File: config.mk
export PLATFORM = sky130hd
export DESIGN_NAME = fetch_ctrl_flat
export DESIGN_NICKNAME = d
export VERILOG_FILES = /design/src/rtl/fetch_ctrl_pkg.sv /design/src/rtl/fetch_ctrl_if.sv /design/src/rtl/fetch_ctrl.sv /design/src/flat_wrapper.sv
export SDC_FILE = /design/constraint.sdc
export NUM_CORES = 1
export LEC_CHECK = 0
export ABC_AREA = 0
export CAP_MARGIN = 20
export CORE_AREA = 8 8 124 91
export CTS_CLUSTER_SIZE = 20
export DETAILED_ROUTE_END_ITERATION = 8
export DIE_AREA = 0 0 132 99
export PLACE_DENSITY = 0.95
export SLEW_MARGIN = 10
export SYNTH_ARGS = -nofsm -noshare
export SYNTH_HDL_FRONTEND = slang
export SYNTH_SLANG_ARGS = --single-unit
File: constraint.sdc
create_clock -name clk -period 6 [get_ports clk]
set_clock_uncertainty 0.2 [all_clocks]
set_input_delay 1.2 -clock clk [delete_from_list [all_inputs] [get_ports clk]]
set_output_delay 1.2 -clock clk [all_outputs]
set_load 0.02 [all_outputs]
File: src/rtl/fetch_ctrl_pkg.sv
// Shared types and defaults for the instruction-fetch sequencer.
// Latency: none. This file holds declarations only.
// Backpressure: none. This file holds declarations only.
// Contents: the fetch_state_e state encoding, the default address width and the boot address.
package fetch_ctrl_pkg;

   localparam int unsigned DEF_ADDR_WIDTH = 32;
   localparam int unsigned INSTR_WIDTH    = 32;
   // Start of .text in the core's memory map.
   localparam logic [31:0] DEF_BOOT_ADDR  = 32'h0001_0074;

   typedef enum logic [1:0] {
      FETCH = 2'd0,  // request outstanding to memory, waiting for grant
      WAIT  = 2'd1,  // granted, waiting for response data
      OUT   = 2'd2,  // instruction presented to decoder
      DROP  = 2'd3   // draining the response of a cancelled request
   } fetch_state_e;

endpackage

File: src/rtl/fetch_ctrl_if.sv
// Bundles the instruction-memory and decoder-side signals of the fetch sequencer.
// Latency: none. This file contains wiring only.
// Backpressure: memory stalls through gnt and rvalid, and the decoder stalls through ready.
// Ports: instr_req/addr/gnt/rvalid/rdata (memory), redirect/redirect_addr (execute),
//        instr_valid/instr/instr_pc/ready (decoder). master = fetch_ctrl, slave = environment.
interface fetch_ctrl_if
   import fetch_ctrl_pkg::*;
#(
   parameter int unsigned ADDR_WIDTH = DEF_ADDR_WIDTH
);
   logic                   instr_req_o;
   logic [ADDR_WIDTH-1:0]  instr_addr_o;
   logic                   instr_gnt_i;
   logic                   instr_rvalid_i;
   logic [INSTR_WIDTH-1:0] instr_rdata_i;
   logic                   redirect_i;
   logic [ADDR_WIDTH-1:0]  redirect_addr_i;
   logic                   instr_valid_o;
   logic [INSTR_WIDTH-1:0] instr_o;
   logic [ADDR_WIDTH-1:0]  instr_pc_o;
   logic                   instr_ready_i;

   modport master (
      output instr_req_o, instr_addr_o, instr_valid_o, instr_o, instr_pc_o,
      input  instr_gnt_i, instr_rvalid_i, instr_rdata_i, redirect_i, redirect_addr_i,
             instr_ready_i
   );

   modport slave (
      input  instr_req_o, instr_addr_o, instr_valid_o, instr_o, instr_pc_o,
      output instr_gnt_i, instr_rvalid_i, instr_rdata_i, redirect_i, redirect_addr_i,
             instr_ready_i
   );
endinterface

File: src/rtl/fetch_ctrl.sv
// Instruction-fetch sequencer that owns the PC and allows one outstanding memory request.
// Latency: the first instruction is valid 2 cycles after reset release. In the best case it issues 1 instruction every 3 cycles.
// Backpressure: it holds req and addr until gnt. It holds valid and data until ready. A redirect cancels in-flight work.
// Ports: clk, rst_n (synchronous, active-low), bus (fetch_ctrl_if.master: memory + redirect + decoder).
module fetch_ctrl
   import fetch_ctrl_pkg::*;
#(
   parameter int unsigned           ADDR_WIDTH = DEF_ADDR_WIDTH,
   parameter logic [ADDR_WIDTH-1:0] BOOT_ADDR  = ADDR_WIDTH'(DEF_BOOT_ADDR)
) (
   input logic          clk,
   input logic          rst_n,
   fetch_ctrl_if.master bus
);

   localparam logic [ADDR_WIDTH-1:0] PC_STEP = ADDR_WIDTH'(4);

   fetch_state_e           state_q, state_d;
   logic                   run_q;
   logic [ADDR_WIDTH-1:0]  pc_q, pc_d;
   logic [INSTR_WIDTH-1:0] instr_q, instr_d;
   logic [ADDR_WIDTH-1:0]  instr_pc_q, instr_pc_d;
   logic [ADDR_WIDTH-1:0]  redirect_pc;
   logic                   unused_redirect_low;

   // Targets are word aligned. The low two bits of the redirect address are dropped.
   assign redirect_pc         = {bus.redirect_addr_i[ADDR_WIDTH-1:2], 2'b00};
   assign unused_redirect_low = ^bus.redirect_addr_i[1:0];

   // State, PC and the presented instruction update together.
   // run_q is clear during reset and for the reset-release edge. This keeps req low
   // while rst_n is low, without any combinational path from rst_n to an output.
   always_ff @(posedge clk) begin
      if (!rst_n) begin
         state_q    <= FETCH;
         run_q      <= 1'b0;
         pc_q       <= BOOT_ADDR;
         instr_q    <= '0;
         instr_pc_q <= '0;
      end else begin
         state_q    <= state_d;
         run_q      <= 1'b1;
         pc_q       <= pc_d;
         instr_q    <= instr_d;
         instr_pc_q <= instr_pc_d;
      end
   end

   // Next-state logic.
   always_comb begin
      state_d    = state_q;
      pc_d       = pc_q;
      instr_d    = instr_q;
      instr_pc_d = instr_pc_q;

      unique case (state_q)
         FETCH: begin
            // A grant that arrives together with a redirect is for the stale address.
            // Its response must still drain, so the FSM goes to DROP.
            if (run_q && bus.instr_gnt_i) begin
               state_d = bus.redirect_i ? DROP : WAIT;
            end
         end
         WAIT: begin
            if (bus.instr_rvalid_i) begin
               if (bus.redirect_i) begin
                  state_d = FETCH;
               end else begin
                  instr_d    = bus.instr_rdata_i;
                  instr_pc_d = pc_q;
                  state_d    = OUT;
               end
            end else if (bus.redirect_i) begin
               state_d = DROP;
            end
         end
         OUT: begin
            if (bus.redirect_i) begin
               state_d = FETCH;
            end else if (bus.instr_ready_i) begin
               pc_d    = pc_q + PC_STEP;
               state_d = FETCH;
            end
         end
         DROP: begin
            if (bus.instr_rvalid_i) begin
               state_d = FETCH;
            end
         end
         default: state_d = FETCH;
      endcase

      // A redirect overrides the sequential increment in every state.
      if (bus.redirect_i) begin
         pc_d = redirect_pc;
      end
   end

   // Output decode. Every output depends only on registered state.
   always_comb begin
      bus.instr_req_o   = run_q && (state_q == FETCH);
      bus.instr_addr_o  = pc_q;
      bus.instr_valid_o = (state_q == OUT);
      bus.instr_o       = instr_q;
      bus.instr_pc_o    = instr_pc_q;
   end

endmodule

File: src/flat_wrapper.sv
// flat-port wrapper written by rule: the top's interface ports become plain ports
module fetch_ctrl_flat import fetch_ctrl_pkg::*;
#(
   parameter int unsigned           ADDR_WIDTH = DEF_ADDR_WIDTH,
   parameter logic [ADDR_WIDTH-1:0] BOOT_ADDR  = ADDR_WIDTH'(DEF_BOOT_ADDR)
)
  (clk, rst_n, bus_instr_req_o, bus_instr_addr_o, bus_instr_valid_o, bus_instr_o, bus_instr_pc_o, bus_instr_gnt_i, bus_instr_rvalid_i, bus_instr_rdata_i, bus_redirect_i, bus_redirect_addr_i, bus_instr_ready_i);
  fetch_ctrl_if #(.ADDR_WIDTH(ADDR_WIDTH)) bus_i ();
  input logic clk;
  input logic rst_n;
  output wire logic [$bits(bus_i.instr_req_o)-1:0] bus_instr_req_o;
  output wire logic [$bits(bus_i.instr_addr_o)-1:0] bus_instr_addr_o;
  output wire logic [$bits(bus_i.instr_valid_o)-1:0] bus_instr_valid_o;
  output wire logic [$bits(bus_i.instr_o)-1:0] bus_instr_o;
  output wire logic [$bits(bus_i.instr_pc_o)-1:0] bus_instr_pc_o;
  input wire logic [$bits(bus_i.instr_gnt_i)-1:0] bus_instr_gnt_i;
  input wire logic [$bits(bus_i.instr_rvalid_i)-1:0] bus_instr_rvalid_i;
  input wire logic [$bits(bus_i.instr_rdata_i)-1:0] bus_instr_rdata_i;
  input wire logic [$bits(bus_i.redirect_i)-1:0] bus_redirect_i;
  input wire logic [$bits(bus_i.redirect_addr_i)-1:0] bus_redirect_addr_i;
  input wire logic [$bits(bus_i.instr_ready_i)-1:0] bus_instr_ready_i;
  assign bus_instr_req_o = bus_i.instr_req_o;
  assign bus_instr_addr_o = bus_i.instr_addr_o;
  assign bus_instr_valid_o = bus_i.instr_valid_o;
  assign bus_instr_o = bus_i.instr_o;
  assign bus_instr_pc_o = bus_i.instr_pc_o;
  assign bus_i.instr_gnt_i = bus_instr_gnt_i;
  assign bus_i.instr_rvalid_i = bus_instr_rvalid_i;
  assign bus_i.instr_rdata_i = bus_instr_rdata_i;
  assign bus_i.redirect_i = bus_redirect_i;
  assign bus_i.redirect_addr_i = bus_redirect_addr_i;
  assign bus_i.instr_ready_i = bus_instr_ready_i;
  fetch_ctrl #(.ADDR_WIDTH(ADDR_WIDTH), .BOOT_ADDR(BOOT_ADDR)) u_core (.clk(clk), .rst_n(rst_n), .bus(bus_i));
endmodule
=== Yosys cells after proc, flatten, opt, wreduce, memory -nomap -nowiden ===
Index checks and enable logic that the tools add are counted.

* $add $sub $neg: 1
* Equal/unequal tests: 7
* Muxes and demuxes: 13
* Bitwise logic cells: 2
* Reduce and logical (&&, ||, !) cells: 10

{| class="wikitable"
|+ Operators with widths
! operator !! number
|-
| $mux W32 || 3
|-
| $add A32 B3 Y32 const B || 1
|-
| $mux W2 || 8
|-
| $pmux W2 S4 || 1
|-
| $eq A2 B2 Y1 const B || 2
|-
| $reduce_and A2 Y1 || 2
|-
| $reduce_and A4 Y1 || 1
|-
| $reduce_bool A2 Y1 || 2
|-
| $ne A3 B1 Y1 const B || 1
|-
| $ne A3 B3 Y1 const B || 1
|-
| $reduce_and A3 Y1 || 1
|-
| $eq A2 B1 Y1 const B || 1
|-
| $logic_and A1 B1 Y1 || 2
|-
| $logic_not A2 Y1 || 1
|-
| $ne A2 B1 Y1 const B || 1
|-
| $ne A2 B2 Y1 const B || 1
|-
| $not A1 Y1 || 2
|-
| $reduce_or A2 Y1 || 1
|-
| $mux W1 || 1
|}

* Flip-flop bits (word level): 99
* Output and inout port bits: 98

=== Longest topological paths before layout ===
* Word-level depth: 4
* Gate-level depth with buffers: 7
* Depth with buffers taken out: 5

=== Least setup slack after synthesis ===
Ideal clock, no wire load.

* Path kind: in2reg
* Start: in bus_instr_ready_i
* End: reg u_core.pc_q[26], in the netlist u_core.bus.instr_addr_o[26]
* Library setup time: 0.074 ns
* Arrival time: 2.687 ns
* Data required time: 5.726 ns
* Path slack: 3.039 ns
* Stages: 5
* Buffers on the path: 1
* Cells stage by stage: nand3b_1 or4_1 clkbuf_2 or4_1 a31oi_1

* Longest elaborated chain between the ends: 2

{| class="wikitable"
|+ RTL lines
! item !! RTL line !! text
|-
| from (decl) || flat_wrapper.sv:21 || <nowiki>input wire logic [$bits(bus_i.instr_ready_i)-1:0] bus_instr_ready_i;</nowiki>
|-
| $reduce_bool A2 Y1 (no source line) || n/a ||
|-
| $reduce_and A2 Y1 (no source line) || n/a ||
|-
| to (signal assigned) || fetch_ctrl.sv:43 || <nowiki>pc_q <= pc_d;</nowiki>
|-
| to (decl) || fetch_ctrl.sv:20 || <nowiki>logic [ADDR_WIDTH-1:0] pc_q, pc_d;</nowiki>
|}

No other way between the ends.
A chain may end at the register's enable or synchronous reset.

=== Final worst setup path ===
* Start: in bus_redirect_i
* End: reg u_core.state_q[1]

* Longest elaborated chain between the ends: 3

{| class="wikitable"
|+ RTL lines
! item !! RTL line !! text
|-
| from (decl) || flat_wrapper.sv:19 || <nowiki>input wire logic [$bits(bus_i.redirect_i)-1:0] bus_redirect_i;</nowiki>
|-
| $mux W2 (on tied branches) || fetch_ctrl.sv:66, fetch_ctrl.sv:61 ||
|-
| $mux W2 (on tied branches) || fetch_ctrl.sv:65, fetch_ctrl.sv:60 ||
|-
| $pmux W2 S4 || fetch_ctrl.sv:56 || <nowiki>unique case (state_q)</nowiki>
|-
| to (signal assigned) || fetch_ctrl.sv:41 || <nowiki>state_q <= state_d;</nowiki>
|-
| to (decl) || fetch_ctrl.sv:18 || <nowiki>fetch_state_e state_q, state_d;</nowiki>
|}

Parallel ways exist; a longest one is shown, timed or not. The select of a mux whose other input is x is not followed.

==> results.sh <==
export IMPL_status="finished, final reports clean"
export IMPL_cts_setup_buffers=0
export IMPL_setup_worst_path_start_class="primary input"
export IMPL_grt_total_usage=0.203
export IMPL_clockBufferDepth=2
export IMPL_peakVddDrop_uv=168
export IMPL_synth_area_leaders="dfxtp_1 44%, nand2_1 12%, a21boi_0 11%, clkbuf_1 3.1%, o21ai_0 2.7%"
export IMPL_fin_crit_sh=0.677
export IMPL_first_pass_iters=5
export IMPL_required_ns=6.07
export IMPL_path_buf_inv=2
export IMPL_slew_viol_final=0
export IMPL_p_sw_mw=0.348
export IMPL_comb_power_share=0.137
export IMPL_worst_pin_slew_ns=1.11
export IMPL_cts_resized=0
export IMPL_final_common_cell="clkdlybuf4s50_1"
export IMPL_cellPowerDensity_mw_per_mm2=224
export IMPL_area_delta_synth_final_pct=45.1
export IMPL_drt_iter0_drc=296
export IMPL_end_kind="flop"
export IMPL_overflow=0
export IMPL_cts_hold_buf=0
export IMPL_path_delay_family="buffers and inverters"
export IMPL_h_tree_depth=3
export IMPL_finalHoldViolCount=0
export IMPL_drc=0
export IMPL_cp_slowest_cell="clkdlybuf4s50_1"
export IMPL_crit_end="u_core.state_q[1]$_SDFFE_PN0P_"
export IMPL_die_h_um=99
export IMPL_wirelength_mm=13.4
export IMPL_cts_root_buffer="clkbuf_16"
export IMPL_crit_start="bus_redirect_i"
export IMPL_wl_per_cell_um=16.9
export IMPL_reg2regPathDepth=4
export IMPL_cts_tree="built"
export IMPL_p_int_mw=1.04
export IMPL_dp_hpwl_mm=9.64
export IMPL_cap_violations=0
export IMPL_synth_top_area_frac=0.444
export IMPL_dieArea_sq_mm=0.0131
export IMPL_postSynthCellCount=523
export IMPL_ff_latch_area_sq_mm=0.00190
export IMPL_maxSlewHeadroom=0.256
export IMPL_ys_seq_area_frac=0.444
export IMPL_antenna_found_initial=0
export IMPL_min_path_type="reg2reg"
export IMPL_num_antenna_cells=0
export IMPL_clk_pin_slew_worst_paths_ns=0.06
export IMPL_syn_avg_cell_area_sq_um=8.18
export IMPL_pwr_share_clk=0.373
export IMPL_finalSetupViolations=0
export IMPL_p_sw_frac=0.250
export IMPL_fill_cells=718
export IMPL_synth_top_cell_by_area="dfxtp_1"
export IMPL_synth_warnings=0
export IMPL_core_area_sq_mm=0.00942
export IMPL_clock_sinks=95
export IMPL_path_cells="clkdlybuf4s50_1, clkinv_1, or3_1, a21o_1, a21boi_0"
export IMPL_final_cell_mix="160 x clkdlybuf4s50_1, 141 x nand2_1, 95 x dfxtp_1"
export IMPL_rows=30
export IMPL_slowest_delay_ns=1.21
export IMPL_start_util=0.454
export IMPL_ios=168
export IMPL_grt_pass1_wl_mm=21.9
export IMPL_crit_arrival_ns=4.13
export IMPL_rsz0062_at_grt="no"
export IMPL_clkLatencyLatePin_ns=0.34
export IMPL_vias_per_cell=5.43
export IMPL_seqPwrFrac=0.490
export IMPL_syn_area_sq_mm=0.00428
export IMPL_cp_depth=5
export IMPL_ant_nets=0
export IMPL_rr_endpoint="u_core.bus.instr_addr_o[26]$_SDFFE_PN0P_"
export IMPL_leakage_nw=2.09
export IMPL_ys_types=50
export IMPL_routabilityCongestion=0.809
export IMPL_min_period_ns=4.06
export IMPL_r2r_start="u_core.state_q[0]$_SDFFE_PN0P_"
export IMPL_max_freq_mhz=246
export IMPL_critical_path_class="in2reg"
export IMPL_cts_made_buffers=9
export IMPL_multiInputGateArea_sq_mm=0.00219
export IMPL_fp_dieW_um=132
export IMPL_critical_path_max_fanout=28
export IMPL_portBuffers=161
export IMPL_async_flop_share=0
export IMPL_grt_max_degree=63
export IMPL_p_total_mw=1.39
export IMPL_drive_above_1_share=0.0331
export IMPL_r2r_setup_slack_ns=3.19
export IMPL_synth_seq_cells=95
export IMPL_final_setup_tns_ns=0
export IMPL_vias=4308
export IMPL_grt_pass1_vias=4347
export IMPL_synth_edff_count=0
export IMPL_fin_nets=732
export IMPL_utilization=0.659
export IMPL_ys_flop_type="dfxtp_1"
[per-stage QoR]
stage	setup slack [ns]	instance area, sq um	hold WS [ns]	std cells
finish	1.94	6210	0.263	793
global route	1.74	6210	0.285	793
CTS	1.94	6170	0.267	790
detailed placement	1.58	5910	0.259	775
global placement	1.75	5910	0.250	775
floorplan	3.04	4290	0.341	526
[registers in the layout (all words and copies together) (netlist names)]
register	cells
u_core.bus.instr_addr_o	30
u_core.state_q	2
u_core.bus.instr_pc_o	30
u_core.run_q	1
u_core.bus.instr_o	32
[power by group through the flow]
stage,Clock (mW),Combinational [mW],Sequential (mW)
3_3_place_gp,0,0.185,0.692
5_1_grt,0.549,0.206,0.685
2_1_floorplan,0,0.0718,0.708
3_5_place_dp,0,0.189,0.695
6_report,0.519,0.191,0.682
4_1_cts,0.527,0.191,0.681
[synth_stat cells (all sizes together), types with 2 or more instances]
library cell / number
and3: 4
nor3b: 4
a21boi: 63
o311a: 3
a211oi: 2
nand4: 9
o31ai: 8
inv: 5
and2: 2
o211a: 3
nand3: 15
or4: 11
buf: 7
a31oi: 12
xor2: 3
nor2: 9
nand2: 141
dfxtp: 95
nand2b: 4
a21o: 2
nor2b: 5
nand3b: 3
and4: 9
nor3: 7
and3b: 3
or2: 2
xnor2: 6
o21ai: 23
nor4: 3
mux2i: 2
a21oi: 6
nor4b: 2
or3: 3
clkbuf: 36
[layout make-up]
cell class | count | area share
multi-input combinational | 382 | 0.352
clock inverter | 1 | 0.000806
tap | 128 | 0.0258
timing repair buffer | 167 | 0.271
inverter | 6 | 0.00363
clock buffer | 14 | 0.0409
sequential | 95 | 0.306
[worst min path at each step]
| stage | slack [ns] | end | from | depth (start not counted) |
|---|---|---|---|---|
| final | 0.26 | u_core.bus.instr_o[18]$_SDFFE_PN0P_ | u_core.bus.instr_o[18]$_SDFFE_PN0P_ | 2 |
| after global routing | 0.28 | u_core.bus.instr_pc_o[19]$_SDFFE_PN0P_ | u_core.bus.instr_pc_o[19]$_SDFFE_PN0P_ | 2 |
| after CTS | 0.27 | u_core.bus.instr_o[18]$_SDFFE_PN0P_ | u_core.bus.instr_o[18]$_SDFFE_PN0P_ | 2 |
| after detailed placement | 0.26 | u_core.bus.instr_o[18]$_SDFFE_PN0P_ | u_core.bus.instr_o[18]$_SDFFE_PN0P_ | 2 |
| after global placement | 0.25 | u_core.bus.instr_pc_o[23]$_SDFFE_PN0P_ | u_core.bus.instr_pc_o[23]$_SDFFE_PN0P_ | 2 |
| after floorplan | 0.34 | u_core.bus.instr_o[0]$_SDFFE_PN0P_ | u_core.bus.instr_o[0]$_SDFFE_PN0P_ | 2 |
[worst reg2reg max path, cell delays in order, from the launching register on]
cell and delay (ns):
dfxtp_1 0.40, nand3b_1 0.47, or4_1 0.86, or4_1 0.60, a31oi_1 0.19
[routing by layer]
layer  up-vias  routed length (um)  global-route usage
li1       2089                   -                   -
met1      2032                5440               0.222
met2       164                6360               0.341
met3        23                1350              0.0981
met4         0                 214              0.0642
met5         -                   0                   0
[cell families after synthesis]
| kind of cell | synth area share |
|---|---|
| adders and majority gates | 0.00292 |
| and+or+nand+nor | 0.272 |
| AOI/OAI and AO/OA | 0.209 |
| buffers and inverters | 0.0479 |
| xor gates and xnor gates | 0.0184 |
| other | 0.000876 |
| DFF | 0.444 |
| muxes | 0.00468 |
Note: power is estimated with default switching activity, not from simulation.
